$ cat config.mk
export PLATFORM = sky130hd
export DESIGN_NAME = lsu
export DESIGN_NICKNAME = d
export VERILOG_FILES = /design/src/rtl/lsu_pkg.sv /design/src/rtl/lsu_align.sv /design/src/rtl/lsu.sv
export SDC_FILE = /design/constraint.sdc
export NUM_CORES = 1
export LEC_CHECK = 0
export ABC_AREA = 1
export CAP_MARGIN = 30
export CORE_ASPECT_RATIO = 0.8
export CORE_MARGIN = 8
export CORE_UTILIZATION = 38
export DETAILED_ROUTE_END_ITERATION = 8
export PLACE_DENSITY = 0.77
export SYNTH_ARGS = -nofsm -noshare
export SYNTH_HDL_FRONTEND = slang
export SYNTH_SLANG_ARGS = --single-unit
export TNS_END_PERCENT = 1
$ cat constraint.sdc
create_clock -name clk -period 3 [get_ports clk]
set_input_delay 0.9 -clock clk [delete_from_list [all_inputs] [get_ports clk]]
set_output_delay 0.9 -clock clk [all_outputs]
set_load 0.01 [all_outputs]
$ cat src/rtl/lsu_pkg.sv
// rtl/lsu_pkg.sv - lsu access sizes, FSM state encodings and alignment helper
package lsu_pkg;

  localparam logic [1:0] SIZE_B = 2'b00;
  localparam logic [1:0] SIZE_H = 2'b01;
  localparam logic [1:0] SIZE_W = 2'b10;

  localparam logic [1:0] ST_IDLE = 2'd0;
  localparam logic [1:0] ST_REQ  = 2'd1;
  localparam logic [1:0] ST_WAIT = 2'd2;
  localparam logic [1:0] ST_DONE = 2'd3;

  localparam int LSU_TIMEOUT = 255;

  function automatic logic misaligned(input logic [1:0] size, input logic [1:0] addr_lo);
    return ((size == SIZE_H) && addr_lo[0]) || ((size == SIZE_W) && (addr_lo != 2'b00));
  endfunction

endpackage

$ cat src/rtl/lsu_align.sv
// rtl/lsu_align.sv - store lane replication/byte enables and load extract/extend
module lsu_align
  import lsu_pkg::*;
(
  input  logic [1:0]  size,
  input  logic [1:0]  addr_lo,
  input  logic        is_unsigned,
  input  logic [31:0] st_data,
  input  logic [31:0] ld_word,
  output logic [3:0]  be,
  output logic [31:0] st_lanes,
  output logic [31:0] ld_data
);

  logic [31:0] shifted;

  always_comb begin
    be       = 4'b1111;
    st_lanes = st_data;
    case (size)
      SIZE_B: begin
        be       = 4'b0001 << addr_lo;
        st_lanes = {4{st_data[7:0]}};
      end
      SIZE_H: begin
        be       = 4'b0011 << addr_lo;
        st_lanes = {2{st_data[15:0]}};
      end
      default: ;
    endcase
  end

  // Bring the addressed byte/halfword down to bit 0 before extending.
  always_comb begin
    shifted = ld_word >> {addr_lo, 3'b000};
    case (size)
      SIZE_B:  ld_data = {{24{~is_unsigned & shifted[7]}}, shifted[7:0]};
      SIZE_H:  ld_data = {{16{~is_unsigned & shifted[15]}}, shifted[15:0]};
      default: ld_data = shifted;
    endcase
  end

endmodule

$ cat src/rtl/lsu.sv
// rtl/lsu.sv - load/store unit: dbus req/gnt/rvalid FSM, timeout, core stall
module lsu
  import lsu_pkg::*;
#(
  parameter int XLEN          = 32,
  parameter int TIMEOUT_CYCLS = LSU_TIMEOUT
) (
  input  logic            clk,
  input  logic            reset,
  input  logic            lsu_valid_i,
  input  logic            lsu_ld_i,
  input  logic            lsu_st_i,
  input  logic [1:0]      lsu_size_i,
  input  logic            lsu_unsigned_i,
  input  logic [XLEN-1:0] lsu_addr_i,
  input  logic [XLEN-1:0] lsu_wdata_i,
  output logic            lsu_stall_o,
  output logic            lsu_done_o,
  output logic [XLEN-1:0] lsu_rd_wdata_o,
  output logic            lsu_ld_misalign_o,
  output logic            lsu_st_misalign_o,
  output logic            lsu_bus_err_o,
  output logic            dbus_req_o,
  output logic            dbus_we_o,
  output logic [XLEN-1:0] dbus_addr_o,
  output logic [3:0]      dbus_be_o,
  output logic [XLEN-1:0] dbus_wdata_o,
  input  logic            dbus_gnt_i,
  input  logic            dbus_rvalid_i,
  input  logic [XLEN-1:0] dbus_rdata_i,
  input  logic            dbus_err_i
);

  localparam int CW = $clog2(TIMEOUT_CYCLS + 1);
  localparam logic [CW-1:0] TO_LAST = CW'(TIMEOUT_CYCLS - 1);

  logic [1:0]      state_q, state_d;
  logic [CW-1:0]   cnt_q;
  logic [XLEN-1:0] result_q;
  logic            err_q;

  logic mem_op, mis, go, busy, resp, timeout;
  logic [3:0]      be;
  logic [XLEN-1:0] st_lanes, ld_data;

  assign mem_op  = lsu_valid_i & (lsu_ld_i ^ lsu_st_i) & (lsu_size_i != 2'b11);
  assign mis     = mem_op & misaligned(lsu_size_i, lsu_addr_i[1:0]);
  assign go      = mem_op & ~mis;
  assign busy    = (state_q == ST_REQ) || (state_q == ST_WAIT);
  assign timeout = busy && (cnt_q == TO_LAST);

  // The request goes out combinationally in IDLE so a same-cycle grant saves a cycle.
  assign dbus_req_o = ~reset & (((state_q == ST_IDLE) & go) | (state_q == ST_REQ));
  assign resp       = (dbus_req_o & dbus_gnt_i & dbus_rvalid_i) |
                      ((state_q == ST_WAIT) & dbus_rvalid_i);

  always_comb begin
    state_d = state_q;
    case (state_q)
      ST_IDLE: if (go) state_d = resp ? ST_DONE : (dbus_gnt_i ? ST_WAIT : ST_REQ);
      ST_REQ:  if (resp || timeout) state_d = ST_DONE;
               else if (dbus_gnt_i) state_d = ST_WAIT;
      ST_WAIT: if (resp || timeout) state_d = ST_DONE;
      default: state_d = ST_IDLE;
    endcase
  end

  always_ff @(posedge clk) begin
    if (reset) begin
      state_q  <= ST_IDLE;
      cnt_q    <= '0;
      result_q <= '0;
      err_q    <= 1'b0;
    end else begin
      state_q <= state_d;
      cnt_q   <= busy ? cnt_q + CW'(1) : '0;
      if (resp) begin
        result_q <= dbus_rdata_i;
        err_q    <= dbus_err_i;
      end else if (timeout) begin
        result_q <= '0;
        err_q    <= 1'b1;
      end
    end
  end

  // Inputs stay held through DONE (pc stalled until then), so formatting can use them live.
  lsu_align u_align (
    .size        (lsu_size_i),
    .addr_lo     (lsu_addr_i[1:0]),
    .is_unsigned (lsu_unsigned_i),
    .st_data     (lsu_wdata_i),
    .ld_word     (result_q),
    .be          (be),
    .st_lanes    (st_lanes),
    .ld_data     (ld_data)
  );

  assign lsu_done_o        = (state_q == ST_DONE);
  assign lsu_bus_err_o     = lsu_done_o & err_q;
  assign lsu_rd_wdata_o    = (lsu_done_o & ~err_q & lsu_ld_i) ? ld_data : '0;
  assign lsu_stall_o       = go & (state_q != ST_DONE);
  assign lsu_ld_misalign_o = mis & lsu_ld_i;
  assign lsu_st_misalign_o = mis & lsu_st_i;

  assign dbus_we_o    = dbus_req_o & lsu_st_i;
  assign dbus_addr_o  = dbus_req_o ? {lsu_addr_i[XLEN-1:2], 2'b00} : '0;
  assign dbus_be_o    = dbus_req_o ? be : 4'b0000;
  assign dbus_wdata_o = dbus_req_o ? st_lanes : '0;

endmodule

Yosys cells after proc, flatten, opt, wreduce, memory -nomap -nowiden
Index checks and enable logic that the tools add are counted.
Cells by class
  add/subtract/negate cells: 1
  equal/unequal tests: 11
  shift-type cells: 3
  mux-type cells: 18
  bitwise gates (word level): 26
  reductions and logical operators: 12
Operators by type and width (count)
  $mux W32: 5
  $pmux W32 S2: 2
  $shr A32 B5 Y32: 1
  $and A1 B1 Y1: 18
  $mux W2: 6
  $add A8 B1 Y8 const B: 1
  $eq A8 B8 Y1 const B: 1
  $pmux W4 S2: 1
  $eq A2 B2 Y1 const B: 3
  $ne A2 B2 Y1 const B: 3
  $pmux W2 S3: 1
  $not A1 Y1: 5
  $eq A2 B1 Y1 const B: 2
  $logic_not A2 Y1: 2
  $mux W4: 1
  $reduce_bool A2 Y1: 2
  $shl A1 B2 Y4 const A: 1
  $shl A2 B2 Y4 const A: 1
  $logic_and A1 B1 Y1: 3
  $logic_or A1 B1 Y1: 3
  $ne A3 B2 Y1 const B: 1
  $reduce_and A3 Y1: 1
  $mux W1: 2
  $ne A2 B1 Y1 const B: 1
  other kinds (3): 4
Word-level totals
  register bits after elaboration: 43
  input bits: 107
  output and inout bits: 107

Longest topological paths before layout
  depth in word-level cells: 15
  gate-level depth with buffers: 12
  mapped depth without buffers: 12

Hierarchy
A second synthesis with hierarchy kept.
Second synthesis, totals
  cells, all modules: 708
  area total of the unflattened synthesis: 4050.1 um2
Modules (own cells, without submodules)
  lsu: times used 1, cells each 457, area each 2882.8 um2, sequential area each 860.8 um2
  lsu_align: times used 1, cells each 251, area each 1167.4 um2, sequential area each 0.0 um2

Least setup slack after synthesis
OpenSTA, ideal clock, no wires.
  path kind: in2out
  from: in lsu_addr_i[1]
  to: out dbus_wdata_o[10]
  data arrival time: 2.135 ns
  required time: 2.100 ns
  setup slack: -0.035 ns
  stages: 10
  path buffers: 1
  path through: buf_2 -> nor2_1 -> nor2_1 -> nor2_4 -> nand3_2 -> nand2_2 -> nand2_1 -> inv_1 -> o21ai_0 -> nor2_1
On the way
  longest elaborated chain between the ends: 10
RTL lines
  start: declaration: line lsu.sv:15  | input logic [XLEN-1:0] lsu_addr_i,
  $reduce_bool A2 Y1: line lsu_pkg.sv:16  | return ((size == SIZE_H) && addr_lo[0]) || ((size == SIZE_W) && (addr_lo != 2'b00));
  $logic_and A1 B1 Y1: line lsu_pkg.sv:16
  $logic_or A1 B1 Y1: line lsu_pkg.sv:16
  $and A1 B1 Y1: line lsu.sv:47  | assign mis = mem_op & misaligned(lsu_size_i, lsu_addr_i[1:0]);
  $not A1 Y1: line lsu.sv:48  | assign go = mem_op & ~mis;
  $and A1 B1 Y1: line lsu.sv:48
  $and A1 B1 Y1: line lsu.sv:53  | assign dbus_req_o = ~reset & (((state_q == ST_IDLE) & go) | (state_q == ST_REQ));
  $or A1 B1 Y1: line lsu.sv:53
  $and A1 B1 Y1: line lsu.sv:53
  named net dbus_req_o: line lsu.sv:23  | output logic dbus_req_o,
  $mux W32: line lsu.sv:109  | assign dbus_wdata_o = dbus_req_o ? st_lanes : '0;
  end: declaration: line lsu.sv:27  | output logic [XLEN-1:0] dbus_wdata_o,
The timed path passes the listed nets, and every way through them passes these cells.

Final worst setup path
  from: in lsu_addr_i[1]
  to: out lsu_rd_wdata_o[25]
On the way
  longest elaborated chain between the ends: 4
RTL lines
  $shr A32 B5 Y32 *: line lsu_align.sv:35  | shifted = ld_word >> {addr_lo, 3'b000};
  $and A1 B1 Y1, on equally long branches: line lsu_align.sv:38, lsu_align.sv:37
  $pmux W32 S2 *: line lsu_align.sv:36  | case (size)
  $mux W32 *: line lsu.sv:101  | assign lsu_rd_wdata_o = (lsu_done_o & ~err_q & lsu_ld_i) ? ld_data : '0;
  end: declaration: line lsu.sv:19  | output logic [XLEN-1:0] lsu_rd_wdata_o,
Mark *: on every way between the ends. The rest lies on a longest branch, timed or not.

==> impl_metrics.prom <==
# TYPE chip_impl_metric gauge
chip_impl_metric{name="global_route_wire_length_before_repair",unit="µm"} 22700
chip_impl_metric{name="grt-ovfl-total",unit=""} 0
chip_impl_metric{name="power.ir.vdd_worst",unit="V"} 0.000300
chip_impl_metric{name="clock_sink_count",unit=""} 43
chip_impl_metric{name="core_area",unit="µm²"} 9080
chip_impl_metric{name="worst_setup_hold_path_clk_slew",unit="ns"} 0.06
chip_impl_metric{name="synth_simple_gate_area_share",unit="%"} 32.3
chip_impl_metric{name="yosys_warnings",unit=""} 0
chip_impl_metric{name="drt_drc_violations_left",unit=""} 0
chip_impl_info{name="cts_tree",value="done"} 1
chip_impl_metric{name="synth-compound-area-share",unit="%"} 25.4
chip_impl_metric{name="antenna_violating_nets_post_route",unit=""} 0
chip_impl_metric{name="p_leak",unit="nW"} 2.72
chip_impl_metric{name="adder_cell_area_share_of_the_yosys_netlist",unit="%"} 2.11
chip_impl_metric{name="design.die.area",unit="µm²"} 12700
chip_impl_metric{name="worst_reg2reg_path_depth",unit=""} 11
chip_impl_metric{name="cell_variety_after_synth",unit=""} 33
chip_impl_metric{name="min_path_cells",unit=""} 1
chip_impl_info{name="layout_common_cells",value="sky130_fd_sc_hd__clkdlybuf4s50_1 (99), sky130_fd_sc_hd__nand2_1 (88), sky130_fd_sc_hd__nor2_1 (81), sky130_fd_sc_hd__inv_1 (77), sky130_fd_sc_hd__buf_2 (65)"} 1
chip_impl_metric{name="synthMuxAreaShare",unit="%"} 0
chip_impl_metric{name="boundaryPins",unit=""} 214
chip_impl_metric{name="place.port_buffers",unit=""} 211
chip_impl_metric{name="setup_violations",unit=""} 11
chip_impl_metric{name="fin_util",unit="%"} 67.4
chip_impl_info{name="worst_r2r_startpoint",value="state_q[0]"} 1
chip_impl_metric{name="power_total",unit="W"} 0.00274
chip_impl_metric{name="timing.final.crit_share",unit="%"} 102
chip_impl_metric{name="floorplan.die.width",unit="µm"} 124
chip_impl_metric{name="worst-path-max-fanout",unit=""} 7
chip_impl_metric{name="reg2reg_setup_slack",unit="ns"} 0.96
chip_impl_metric{name="postCtsHoldBufs",unit=""} 0
chip_impl_metric{name="initialDrtViolationCount",unit=""} 241
chip_impl_metric{name="tritoncts.num_buffers",unit=""} 5
chip_impl_metric{name="hold_viol",unit=""} 0
chip_impl_metric{name="detailed_place_hpwl",unit="µm"} 12000
chip_impl_metric{name="syn_area",unit="µm²"} 3560
chip_impl_metric{name="wirelength",unit="µm"} 15700
chip_impl_metric{name="max_cap_viol_count",unit=""} 0
chip_impl_metric{name="synth-seq-area-share",unit="%"} 24.2
chip_impl_metric{name="layout.filler_cells",unit=""} 820
chip_impl_info{name="synth_top_family_by_area",value="simple AND/OR/NAND/NOR gates"} 1
chip_impl_info{name="grt_setup_unrepaired",value="yes"} 1
chip_impl_metric{name="ys_ff_latch",unit=""} 43
chip_impl_info{name="timing.hold.worst.class",value="reg2reg"} 1
chip_impl_info{name="endpoint_kind",value="primary output"} 1
chip_impl_info{name="timing_worst_setup_path_type",value="in2out"} 1
chip_impl_metric{name="die_height",unit="µm"} 103
chip_impl_metric{name="first_global_vias",unit=""} 4162
chip_impl_info{name="critical_path.endpoint",value="lsu_rd_wdata_o[25]"} 1
chip_impl_metric{name="slew_headroom",unit="%"} 62.6
chip_impl_metric{name="largest_clock_skew_in_the_final_design",unit="ns"} 0.00584
chip_impl_metric{name="pin_count_of_the_biggest_net_entering_global_routing",unit=""} 43
chip_impl_metric{name="xor_xnor_portion_of_the_synthesized_cell_area",unit="%"} 0.246
chip_impl_metric{name="final_critical_path_setup_slack",unit="ns"} -0.0602
chip_impl_metric{name="grt_antenna_before_repair",unit=""} 1
chip_impl_info{name="outcome",value="complete, but fails checks"} 1
chip_impl_metric{name="finalCriticalPeriod",unit="ns"} 3.06
chip_impl_metric{name="num_vias",unit=""} 4625
chip_impl_metric{name="row_count",unit=""} 31
chip_impl_metric{name="maxClockFrequency",unit="MHz"} 327
chip_impl_metric{name="design.final.nets",unit=""} 923
chip_impl_metric{name="syn_inst",unit=""} 578
chip_impl_info{name="critical_path.reg2reg.endpoint",value="result_q[7]"} 1
chip_impl_metric{name="via_per_inst",unit=""} 4.99
chip_impl_metric{name="flow.area_growth_from_synthesis",unit="%"} 71.8
chip_impl_metric{name="placed_cells_incl_taps",unit=""} 900
chip_impl_metric{name="clk_path_buf_depth",unit=""} 2
chip_impl_info{name="final_common_cell",value="sky130_fd_sc_hd__clkdlybuf4s50_1"} 1
chip_impl_metric{name="power.density",unit="nW/µm²"} 448
chip_impl_info{name="startpoint_type",value="primary input"} 1
chip_impl_metric{name="final-max-slew-violation-count",unit=""} 0
chip_impl_metric{name="syn-mean-instance-area",unit="µm²"} 6.16
chip_impl_metric{name="starting_density_of_the_core",unit="%"} 39.2
chip_impl_info{name="clock-root-buffer",value="sky130_fd_sc_hd__clkbuf_16"} 1
chip_impl_metric{name="crit_required",unit="ns"} 2.10
chip_impl_info{name="failed_checks",value="setup timing"} 1
chip_impl_metric{name="gpl.final_weighted_congestion",unit=""} 0.881
chip_impl_metric{name="final-instance-count-excl-fill",unit=""} 927
chip_impl_metric{name="tightest_slew",unit="ns"} 0.561
chip_impl_info{name="setup.worst_path.start",value="lsu_addr_i[1]"} 1
chip_impl_metric{name="wire_per_inst",unit="µm"} 17.0
chip_impl_metric{name="clk_latency",unit="ns"} 0.29
chip_impl_metric{name="firstDrtPassIters",unit=""} 5
chip_impl_metric{name="final_layout_size_suffix_gt1_share",unit="%"} 35.6
chip_impl_metric{name="cts_max_level",unit=""} 2
chip_impl_metric{name="grt_use_total",unit="%"} 21.9
chip_impl_metric{name="worst_ep_arrival_time",unit="ns"} 2.16
-- through the flow --
stage | TNS, ns | setup WS (ns) | area, µm² | hold slack, ns
final | -0.293 | -0.0602 | 6120 | 0.462
after global routing | -1.98 | -0.115 | 6120 | 0.481
after CTS | -24.27 | -0.388 | 6060 | 0.458
after detailed placement | -96.87 | -1.07 | 5830 | 0.447
after global placement | -90.27 | -0.998 | 5830 | 0.436
after floorplan | -0.0263 | -0.00292 | 3560 | 0.422
-- cells by family after synthesis --
group	count (synthesis)
buf+inv	121
simple gates	258
other cells	1
xor+xnor	1
compound gates	148
flops	43
fa+ha+maj	6
-- state kept, by name, indices dropped and copies added, names as in the netlist --
register  flops
state_q       2
result_q     32
cnt_q         8
err_q         1
-- Yosys cell counts --
library cell	n	area share [%]
sky130_fd_sc_hd__clkbuf_1	18	1.9
sky130_fd_sc_hd__and2_1	1	0.18
sky130_fd_sc_hd__buf_12	3	1.7
sky130_fd_sc_hd__buf_4	3	0.63
sky130_fd_sc_hd__nand3_4	1	0.49
sky130_fd_sc_hd__o21ai_1	2	0.28
sky130_fd_sc_hd__dfxtp_1	43	24
sky130_fd_sc_hd__nor2_1	107	11
sky130_fd_sc_hd__o211ai_1	14	3.0
sky130_fd_sc_hd__a31oi_1	2	0.35
sky130_fd_sc_hd__nand2_4	2	0.63
sky130_fd_sc_hd__inv_2	3	0.32
sky130_fd_sc_hd__nor3_1	1	0.14
sky130_fd_sc_hd__nor2_2	1	0.18
sky130_fd_sc_hd__a21oi_1	51	7.2
sky130_fd_sc_hd__nand4_4	1	0.60
sky130_fd_sc_hd__o21ai_0	39	5.5
sky130_fd_sc_hd__nand3_2	1	0.28
sky130_fd_sc_hd__o22ai_1	9	1.6
sky130_fd_sc_hd__nand2_1	95	10
sky130_fd_sc_hd__nand4_1	2	0.35
sky130_fd_sc_hd__buf_6	4	1.3
sky130_fd_sc_hd__nand3_1	11	1.5
sky130_fd_sc_hd__conb_1	1	0.11
sky130_fd_sc_hd__a21oi_2	30	7.4
sky130_fd_sc_hd__inv_1	82	8.6
sky130_fd_sc_hd__ha_1	6	2.1
sky130_fd_sc_hd__nand2_2	32	5.6
sky130_fd_sc_hd__buf_2	7	0.98
sky130_fd_sc_hd__xor2_1	1	0.25
sky130_fd_sc_hd__nor2_4	3	0.95
sky130_fd_sc_hd__inv_6	1	0.25
sky130_fd_sc_hd__a21o_1	1	0.21
-- per-layer routing --
layer / vias to the layer above / GRT usage (%) / share of wire (%)
li1: 2289 / - / -
met1: 2124 / 27.4 / 44
met2: 187 / 37.1 / 47
met3: 25 / 5.19 / 6.5
met4: 0 / 6.19 / 2.5
met5: - / 0 / 0
-- how the worst min path moves through the flow --
stage | start | to | slack [ns]
final | cnt_q[7] | cnt_q[7] | 0.46
after global routing | cnt_q[7] | cnt_q[7] | 0.48
after CTS | cnt_q[7] | cnt_q[7] | 0.46
after detailed placement | cnt_q[7] | cnt_q[7] | 0.45
after global placement | cnt_q[7] | cnt_q[7] | 0.44
after floorplan | cnt_q[7] | cnt_q[7] | 0.42
-- worst max-delay path: stages --
cell                      delay, ns
sky130_fd_sc_hd__buf_8         0.08
sky130_fd_sc_hd__buf_6         0.14
sky130_fd_sc_hd__nand2_4       0.07
sky130_fd_sc_hd__o22ai_4       0.20
sky130_fd_sc_hd__a31oi_4       0.11
sky130_fd_sc_hd__a21o_4        0.25
sky130_fd_sc_hd__buf_6         0.15
sky130_fd_sc_hd__a21oi_2       0.10
sky130_fd_sc_hd__buf_2         0.15
-- power breakdown --
| group | leakage [nW] | switching (W) | total [W] | internal (W) |
|---|---|---|---|---|
| clock network | 0.0731 | 0.000243 | 0.000576 | 0.000333 |
| registers | 0.348 | 0.0000855 | 0.000744 | 0.000659 |
| logic | 2.30 | 0.000794 | 0.00142 | 0.000628 |
-- final cells by class --
class	count	area, µm²	share of cell area [%]
well taps	115	144	2.35
repair inverters	1	7.51	0.123
repair buffers	258	2210	36.1
inverters	86	348	5.69
flip-flops and latches	43	861	14.1
clock inverters	2	16.3	0.266
multi-input cells	415	2390	39.1
clock buffers	6	139	2.27
diodes	1	2.50	0.0409
-- repair_timing --
item,in CTS,in global routing
buffers inserted,5,7
setup endpoints to repair,103,100
gates cloned,2,4
pin swaps,4,21
resized for setup,313,209
Note: power is estimated with default switching activity, not from simulation.
